File: src/rtl/fetch_stage.sv
// Instruction-fetch stage with IF/ID pipeline register.
// Owns the PC, drives the synchronous instruction memory, and parks one fetch in a skid buffer when decode stalls.
module fetch_stage #(
  parameter int unsigned     PC_W     = 16,
  parameter int unsigned     INSTR_W  = 16,
  parameter logic [PC_W-1:0] RESET_PC = '0,
  parameter logic [INSTR_W-1:0] NOP   = '0
) (
  input  logic               clk,
  input  logic               rst,
  input  logic               PCwrite,
  input  logic               Id_write,
  input  logic               branch_taken,
  input  logic [PC_W-1:0]    branch_target,
  output logic [PC_W-1:0]    imem_addr,
  output logic               imem_rd_en,
  input  logic [INSTR_W-1:0] imem_rdata,
  output logic [INSTR_W-1:0] Id_instr,
  output logic [PC_W-1:0]    Id_pc,
  output logic               Id_valid,
  output logic [2:0]         Rs,
  output logic [2:0]         Rt
);

  localparam logic [PC_W-1:0] PC_ONE = PC_W'(1);

  logic [PC_W-1:0]    pc_q, pc_d;
  logic               f_valid_q, f_valid_d;
  logic [PC_W-1:0]    f_pc_q, f_pc_d;
  logic               hold_valid_q, hold_valid_d;
  logic [INSTR_W-1:0] hold_instr_q, hold_instr_d;
  logic [PC_W-1:0]    hold_pc_q, hold_pc_d;
  logic [INSTR_W-1:0] id_instr_q, id_instr_d;
  logic [PC_W-1:0]    id_pc_q, id_pc_d;
  logic               id_valid_q, id_valid_d;
  logic               issue;

  assign issue      = PCwrite & Id_write & ~branch_taken;
  assign imem_rd_en = ~rst & (issue | branch_taken);
  assign imem_addr  = rst ? RESET_PC : (branch_taken ? branch_target : pc_q);

  assign Id_instr = id_instr_q;
  assign Id_pc    = id_pc_q;
  assign Id_valid = id_valid_q;
  assign Rs       = id_instr_q[8:6];
  assign Rt       = id_instr_q[5:3];

  always_comb begin
    pc_d         = pc_q;
    f_valid_d    = f_valid_q;
    f_pc_d       = f_pc_q;
    hold_valid_d = hold_valid_q;
    hold_instr_d = hold_instr_q;
    hold_pc_d    = hold_pc_q;
    id_instr_d   = id_instr_q;
    id_pc_d      = id_pc_q;
    id_valid_d   = id_valid_q;

    if (branch_taken) begin
      // Redirect wins over a stall: flush IF/ID and drop any parked or returning fetch.
      pc_d         = branch_target + PC_ONE;
      f_valid_d    = 1'b1;
      f_pc_d       = branch_target;
      hold_valid_d = 1'b0;
      id_valid_d   = 1'b0;
      id_instr_d   = NOP;
    end else if (!Id_write) begin
      f_valid_d = 1'b0;
      if (f_valid_q) begin
        hold_valid_d = 1'b1;
        hold_instr_d = imem_rdata;
        hold_pc_d    = f_pc_q;
      end
    end else begin
      if (hold_valid_q) begin
        id_valid_d   = 1'b1;
        id_instr_d   = hold_instr_q;
        id_pc_d      = hold_pc_q;
        hold_valid_d = 1'b0;
      end else if (f_valid_q) begin
        id_valid_d = 1'b1;
        id_instr_d = imem_rdata;
        id_pc_d    = f_pc_q;
      end else begin
        id_valid_d = 1'b0;
        id_instr_d = NOP;
      end
      f_valid_d = PCwrite;
      if (PCwrite) begin
        f_pc_d = pc_q;
        pc_d   = pc_q + PC_ONE;
      end
    end
  end

  always_ff @(posedge clk) begin
    if (rst) begin
      pc_q         <= RESET_PC;
      f_valid_q    <= 1'b0;
      f_pc_q       <= '0;
      hold_valid_q <= 1'b0;
      hold_instr_q <= NOP;
      hold_pc_q    <= '0;
      id_instr_q   <= NOP;
      id_pc_q      <= '0;
      id_valid_q   <= 1'b0;
    end else begin
      pc_q         <= pc_d;
      f_valid_q    <= f_valid_d;
      f_pc_q       <= f_pc_d;
      hold_valid_q <= hold_valid_d;
      hold_instr_q <= hold_instr_d;
      hold_pc_q    <= hold_pc_d;
      id_instr_q   <= id_instr_d;
      id_pc_q      <= id_pc_d;
      id_valid_q   <= id_valid_d;
    end
  end

endmodule
File: config.mk
export PLATFORM = sky130hd
export DESIGN_NAME = fetch_stage
export DESIGN_NICKNAME = d
export VERILOG_FILES = /design/src/rtl/fetch_stage.sv
export SDC_FILE = /design/constraint.sdc
export NUM_CORES = 1
export LEC_CHECK = 0
export ABC_AREA = 1
export BUFFER_PORTS_ARGS = -buffer_cell sky130_fd_sc_hd__buf_2
export CAP_MARGIN = 20
export CORE_MARGIN = 8
export CORE_UTILIZATION = 50
export DETAILED_ROUTE_END_ITERATION = 6
export GPL_TIMING_DRIVEN = 0
export PLACE_DENSITY = 0.8
export SLEW_MARGIN = 20
export SYNTH_ARGS = -nofsm -noshare
export SYNTH_HDL_FRONTEND = slang
export SYNTH_SLANG_ARGS = --single-unit
File: constraint.sdc
create_clock -name clk -period 1.46 [get_ports clk]
set_input_delay 0.219 -clock clk [delete_from_list [all_inputs] [get_ports clk]]
set_output_delay 0.219 -clock clk [all_outputs]
set_load 0.1 [all_outputs]
==> results of run 1 <==
[per-stage QoR]
stage / TNS [ps] / std cells / worst slack (ps) / hold slack [ps]
after floorplan: -84.5 / 655 / -29.0 / 353
after global placement: -11180 / 856 / -276 / 449
after detailed placement: -10450 / 856 / -242 / 451
after CTS: -74.6 / 875 / -74.6 / 80.4
after global routing: -443 / 882 / -110 / 92.0
final: -119 / 882 / -76.1 / 84.1
[worst min-delay path, cell delays in order]
cell and delay, ps:
buf_2 90, nor2_1 40, nor2_1 80
[sequential cells by signal (all words and copies together) (netlist names)]
| name | flops |
|---|---|
| Id_instr | 16 |
| Id_pc | 16 |
| f_pc_q | 16 |
| hold_instr_q | 16 |
| hold_pc_q | 16 |
| pc_q | 16 |
| Id_valid | 1 |
| f_valid_q | 1 |
| hold_valid_q | 1 |
[layer usage]
layer	vias to the layer above	GRT usage	part of all wire
met1	2235	0.261	0.43
met3	18	0.0505	0.066
met5	-	0	0
met2	159	0.352	0.49
met4	0	0.0746	0.015
li1	2339	-	-
[where the power goes]
part	internal (mW)	total, mW	switching (mW)
clock network	0.786	1.76	0.972
registers	2.86	2.93	0.0721
logic	0.487	1.70	1.22
total	4.13	6.39	2.26
[cell usage in the layout, fill, tap and decap left out, types with 4 or more instances in the layout]
cell type / n
nand2_1: 98
dfxtp_1: 77
nor2_1: 76
buf_2: 76
inv_1: 69
a21oi_1: 61
o21ai_0: 59
a211oi_1: 39
buf_4: 25
dfxtp_2: 22
nor2_4: 22
nand2_2: 16
nand3_1: 15
buf_12: 15
clkbuf_1: 13
clkbuf_8: 10
inv_2: 7
nand2_4: 7
clkbuf_4: 7
o21ai_1: 6
buf_6: 5
clkbuf_2: 5
xor2_1: 5
nor2_2: 4
[area by class of cell]
cell class	instances	area (um^2)	area share
Buffer	46	287	0.0468
Clock buffer	9	124	0.0203
Clock inverter	6	65.1	0.0106
Inverter	78	295	0.0483
Multi-Input combinational cell	431	2400	0.393
Sequential cell	99	2010	0.329
Tap cell	111	139	0.0227
Timing Repair Buffer	102	793	0.130
[logic make-up (layout without fill, tap and decap cells)]
logic type | count (synthesis) | in the layout | share of synthesized area
buf+inv | 125 | 241 | 0.120
flops | 99 | 99 | 0.426
compound gates | 178 | 178 | 0.218
simple gates | 247 | 247 | 0.224
xor+xnor | 5 | 5 | 0.00942
fa+ha+maj | 1 | 1 | 0.00269
[worst min path at each step]
stage                             start         endpoint
after detailed placement       Id_pc[9]         Id_pc[9]
after floorplan           imem_rdata[3]      Id_instr[3]
final                     imem_rdata[9]  hold_instr_q[9]
after CTS                 imem_rdata[9]  hold_instr_q[9]
after global placement         Id_pc[5]         Id_pc[5]
after global routing      imem_rdata[6]      Id_instr[6]
[what timing repair did]
item	in CTS	in global routing
setup endpoints to repair	36	62
endpoints found under the hold margin	0	0
gates resized for setup	87	58
setup buffers	4	8
pin swaps	7	21
==> flow_metrics.py, run 1 <==
metrics = {
    "status": {
        "outcome": "complete, but fails checks",
        "violations": "negative setup slack",
    },
    "routing": {
        "first_pass_iters": 5,
        "vias_per_cell": 5.39,
        "ant_nets": 0,
        "route.detailed.drc": 0,
        "vias": 4751,
        "wire_per_inst_um": 15.6,
        "drt_iter0_drc": 358,
        "drt-total-wl_um": 13800,
    },
    "worst_setup_path": {
        "critical_path_class": "reg2out",
        "cp-start-kind": "flip-flop",
        "crit_chain": "inv_2 > o21ai_4 > inv_2 > nor2_4 > buf_12",
        "path_depth": 5,
        "cp_top_family": "flip-flops",
        "crit_top_cell": "inv_2",
        "r2r_end": "pc_q[14]",
        "cp-endpoint": "imem_addr[0]",
        "cp.buffers_inverters": 3,
        "rrSetupSlack_ps": 10,
        "cp-end-kind": "output pin",
        "crit_start": "pc_q[0]",
        "max_stage_delay_ps": 330,
        "required_ps": 1240,
        "arrival_ps": 1320,
        "worst-path-max-fanout": 3,
        "crit_slowest_cell": "dfxtp_2",
        "reg2reg_from": "pc_q[0]",
        "reg2reg_depth": 10,
    },
    "sta": {
        "period_needed_ps": 1540,
        "max_slew_margin": 0.624,
        "tightest_slew_ps": 564,
        "finalCritPeriodShare": 1.05,
        "finalWorstSetupSlack_ps": -76.1,
        "finalHoldViolCount": 0,
        "max_freq_ghz": 0.651,
        "final_max_slew_viol_count": 0,
        "finalSetupViolCount": 3,
        "rsz0062_at_grt": "yes",
        "skew_ps": 9.08,
    },
    "worst_hold_path": {
        "hold_depth": 3,
        "hp-class": "in2reg",
    },
    "yosys": {
        "netlist_area_mm2": 0.00465,
        "synth_edf_count": 0,
        "yosys_warnings": 0,
        "syn_inst": 655,
        "syn_avg_cell_area_um2": 7.09,
        "synth_seq_cells": 99,
        "synth_top_cell_area_share": 0.426,
        "ys_types": 31,
        "synthTopCellsByArea": "dfxtp_1, nand2_1, nor2_1, a21oi_1, a211oi_1",
        "syn_nets": 693,
        "synth.most_common_cell": "nand2_1",
        "yosysTopAreaCell": "dfxtp_1",
        "synthArstFlopShare": 0,
        "synth_seq_area_share": 0.426,
        "synth_commonest_cells": "nand2_1, dfxtp_1, nor2_1",
        "ys.flop_type": "dfxtp_1",
    },
    "power": {
        "p_total_mw": 6.39,
        "ir_drop_mv": 0.649,
        "p_per_area_mw_per_mm2": 1050,
        "p_leak_nw": 2.77,
    },
    "clock_network": {
        "htreeDepth": 3,
        "cts_sinks": 99,
        "cts_buffer_depth": 2,
        "clockRootBuffer": "clkbuf_8",
        "clk_latency_ps": 370,
        "path_clk_slew_ps": 100,
        "hold_buffers": 0,
        "cts_tree": "built",
        "numCtsBuffers": 9,
    },
    "die": {
        "start_util": 0.510,
        "rows": 35,
        "fp.coreArea_mm2": 0.00911,
        "fp.dieW_um": 112,
        "io_pins": 93,
        "dieArea_mm2": 0.0126,
        "die_y_um": 112,
    },
    "finish": {
        "drive_gt1_frac": 0.314,
        "fillCellCount": 750,
        "antennaDiodeCount": 0,
        "finalInstanceArea_mm2": 0.00612,
        "final_util": 0.671,
        "area_growth_syn_to_layout_pct": 31.6,
        "fin_nets": 805,
    },
    "global_routing": {
        "grt.overflow.total": 0,
        "antenna_found_initial": 0,
        "grt_pass1_vias": 4623,
        "grt_pass1_wl_um": 22100,
        "grt_max_degree": 17,
        "grt_use_total": 0.212,
    },
    "place": {
        "gp_congestion": 0.925,
        "place_area_mm2": 0.00540,
        "port_buffers": 90,
        "dpl.hpwl_um": 9650,
    },
    "run": {
        "drv_cap": 0,
    },
}
Power figures use the tool's default switching activity.
==> inputs of run 2 (changes only) <==
--- a/config.mk
+++ b/config.mk
@@ -12,8 +12,7 @@
 export CORE_UTILIZATION = 50
 export DETAILED_ROUTE_END_ITERATION = 6
 export GPL_TIMING_DRIVEN = 0
-export PLACE_DENSITY = 0.8
-export SLEW_MARGIN = 20
+export PLACE_DENSITY = 0.78
 export SYNTH_ARGS = -nofsm -noshare
 export SYNTH_HDL_FRONTEND = slang
 export SYNTH_SLANG_ARGS = --single-unit
==> constraint.sdc (replaced) <==
create_clock -name clk -period 1.7 [get_ports clk]
set_input_delay 0.255 -clock clk [delete_from_list [all_inputs] [get_ports clk]]
set_output_delay 0.255 -clock clk [all_outputs]
set_load 0.1 [all_outputs]
==> run 2 against run 1 <==
  * The run now ends clean
  * Design area is 8.7% lower
  * Routed wire length is 7.2% lower
  * Setup slack better by 150 ps
  * Die area stayed put
  * Via count is 2.9% lower
  * Critical path depth is 3 higher
  * Highest routed layer unchanged
==> flow_metrics.py, run 2 (same netlist as run 1, synthesis figures left out) <==
metrics = {
    "clock_network": {
        "path_clk_slew_ps": 100,
        "clk_latency_ps": 360,
        "cts_sinks": 99,
        "clockRootBuffer": "clkbuf_8",
        "numCtsBuffers": 9,
        "postCtsSetupBuffers": 0,
        "hold_buffers": 0,
        "cts_buffer_depth": 2,
        "htreeDepth": 3,
        "cts_tree": "built",
    },
    "die": {
        "fp.dieW_um": 112,
        "io_pins": 93,
        "fp.coreArea_mm2": 0.00911,
        "start_util": 0.510,
        "dieArea_mm2": 0.0126,
        "rows": 35,
        "die_y_um": 112,
    },
    "global_routing": {
        "grt.overflow.total": 0,
        "grt_use_total": 0.201,
        "gr-usage-met1": 0.258,
        "antenna_found_initial": 0,
        "met3_usage": 0.0403,
        "grt_max_degree": 17,
        "grt_pass1_wl_um": 21100,
        "grt_pass1_vias": 4406,
        "busiest_layer": "met2",
        "grt_use_met2": 0.324,
    },
    "sta": {
        "fin_setup_tns_ps": 0,
        "rsz0062_at_grt": "no",
        "skew_ps": 11.4,
        "max_freq_ghz": 0.614,
        "period_needed_ps": 1630,
        "finalSetupViolCount": 0,
        "finalCritPeriodShare": 0.958,
        "finalHoldViolCount": 0,
        "tightest_slew_ps": 537,
        "final_max_slew_viol_count": 0,
        "max_slew_margin": 0.642,
    },
    "place": {
        "place_area_mm2": 0.00528,
        "dpl.hpwl_um": 9470,
        "port_buffers": 90,
        "gp_congestion": 0.939,
        "place_inst": 856,
    },
    "worst_hold_path": {
        "hp-class": "in2reg",
    },
    "routing": {
        "drt-total-wl_um": 12800,
        "ant_nets": 0,
        "wire_per_inst_um": 14.7,
        "route.detailed.drc": 0,
        "vias": 4615,
        "first_pass_iters": 5,
        "vias_per_cell": 5.29,
        "drt_iter0_drc": 258,
    },
    "power": {
        "switching_share": 0.341,
        "p_per_area_mw_per_mm2": 973,
        "pwr-share-clk": 0.308,
        "combPwrFrac": 0.231,
        "power.internal_mw": 3.58,
        "ir_drop_mv": 0.549,
        "p_switching_mw": 1.85,
        "p_total_mw": 5.43,
        "pwr-share-seq": 0.461,
        "p_leak_nw": 2.61,
    },
    "status": {
        "outcome": "completed",
    },
    "worst_setup_path": {
        "cp-start-kind": "input port",
        "worst-path-max-fanout": 10,
        "cp-end-kind": "output pin",
        "arrival_ps": 1370,
        "required_ps": 1440,
        "critical_path_class": "in2out",
    },
    "finish": {
        "final_util": 0.613,
        "drive_gt1_frac": 0.231,
        "multi_input_area_mm2": 0.00218,
        "mostFrequentLayoutCell": "nand2_1",
        "finalInstanceArea_mm2": 0.00558,
        "fin_nets": 794,
        "antennaDiodeCount": 0,
        "fillCellCount": 858,
        "seq_area_mm2": 0.00198,
        "final_cells": 872,
        "final_cell_mix": "nand2_1, dfxtp_1, buf_2",
        "area_growth_syn_to_layout_pct": 20.1,
    },
    "run": {
        "drv_cap": 0,
    },
}
## run 2: timing repair
action | CTS | global route
pin swaps | 0 | 0
endpoints found under the hold margin | 0 | 0
gates resized for setup | 12 | 19
endpoints found under the setup margin | 18 | 12
## run 2: worst max-delay path: stages
cell	delay, ps
buf_6	130
inv_4	60
buf_6	140
or2_0	160
o21a_1	180
inv_1	60
nor2_2	90
buf_4	300
## run 2: power groups by stage
stage	sequential (mW)	combinational, mW	clock, mW
after floorplan	2.78	0.733	0
after global placement	2.55	1.20	0
after detailed placement	2.56	1.21	0
after CTS	2.51	1.23	1.69
after global routing	2.52	1.35	1.80
final	2.51	1.26	1.67
## run 2: metrics by stage
stage          setup slack (ps)  hold slack (ps)
4_1_cts                    8.89              121
6_report                   71.2              131
3_3_place_gp               -249              449
5_1_grt                    6.16              128
2_1_floorplan              -158              390
3_5_place_dp               -270              450
## run 2: final timing paths
kind	start	endpoint	slack, ps	depth (start not counted)
setup / recovery	branch_taken	imem_addr[15]	70	8
hold / removal	imem_rdata[8]	hold_instr_q[8]	130	3
setup reg to reg	pc_q[0]	pc_q[14]	110	10
hold reg to reg	Id_pc[1]	Id_pc[1]	460	2
## run 2: cell type report
class                           instances  share of cell area
Timing Repair Buffer                   90              0.0905
Inverter                               78              0.0529
Tap cell                              111              0.0249
Sequential cell                        99               0.355
Clock inverter                          5              0.0152
Buffer                                 47              0.0477
Multi-Input combinational cell        431               0.390
Clock buffer                           11              0.0235
## run 2: routing by layer
metal,up-vias,part of all wire
li1,2308,-
met1,2098,0.45
met2,186,0.46
met3,23,0.070
met4,0,0.021
met5,-,0
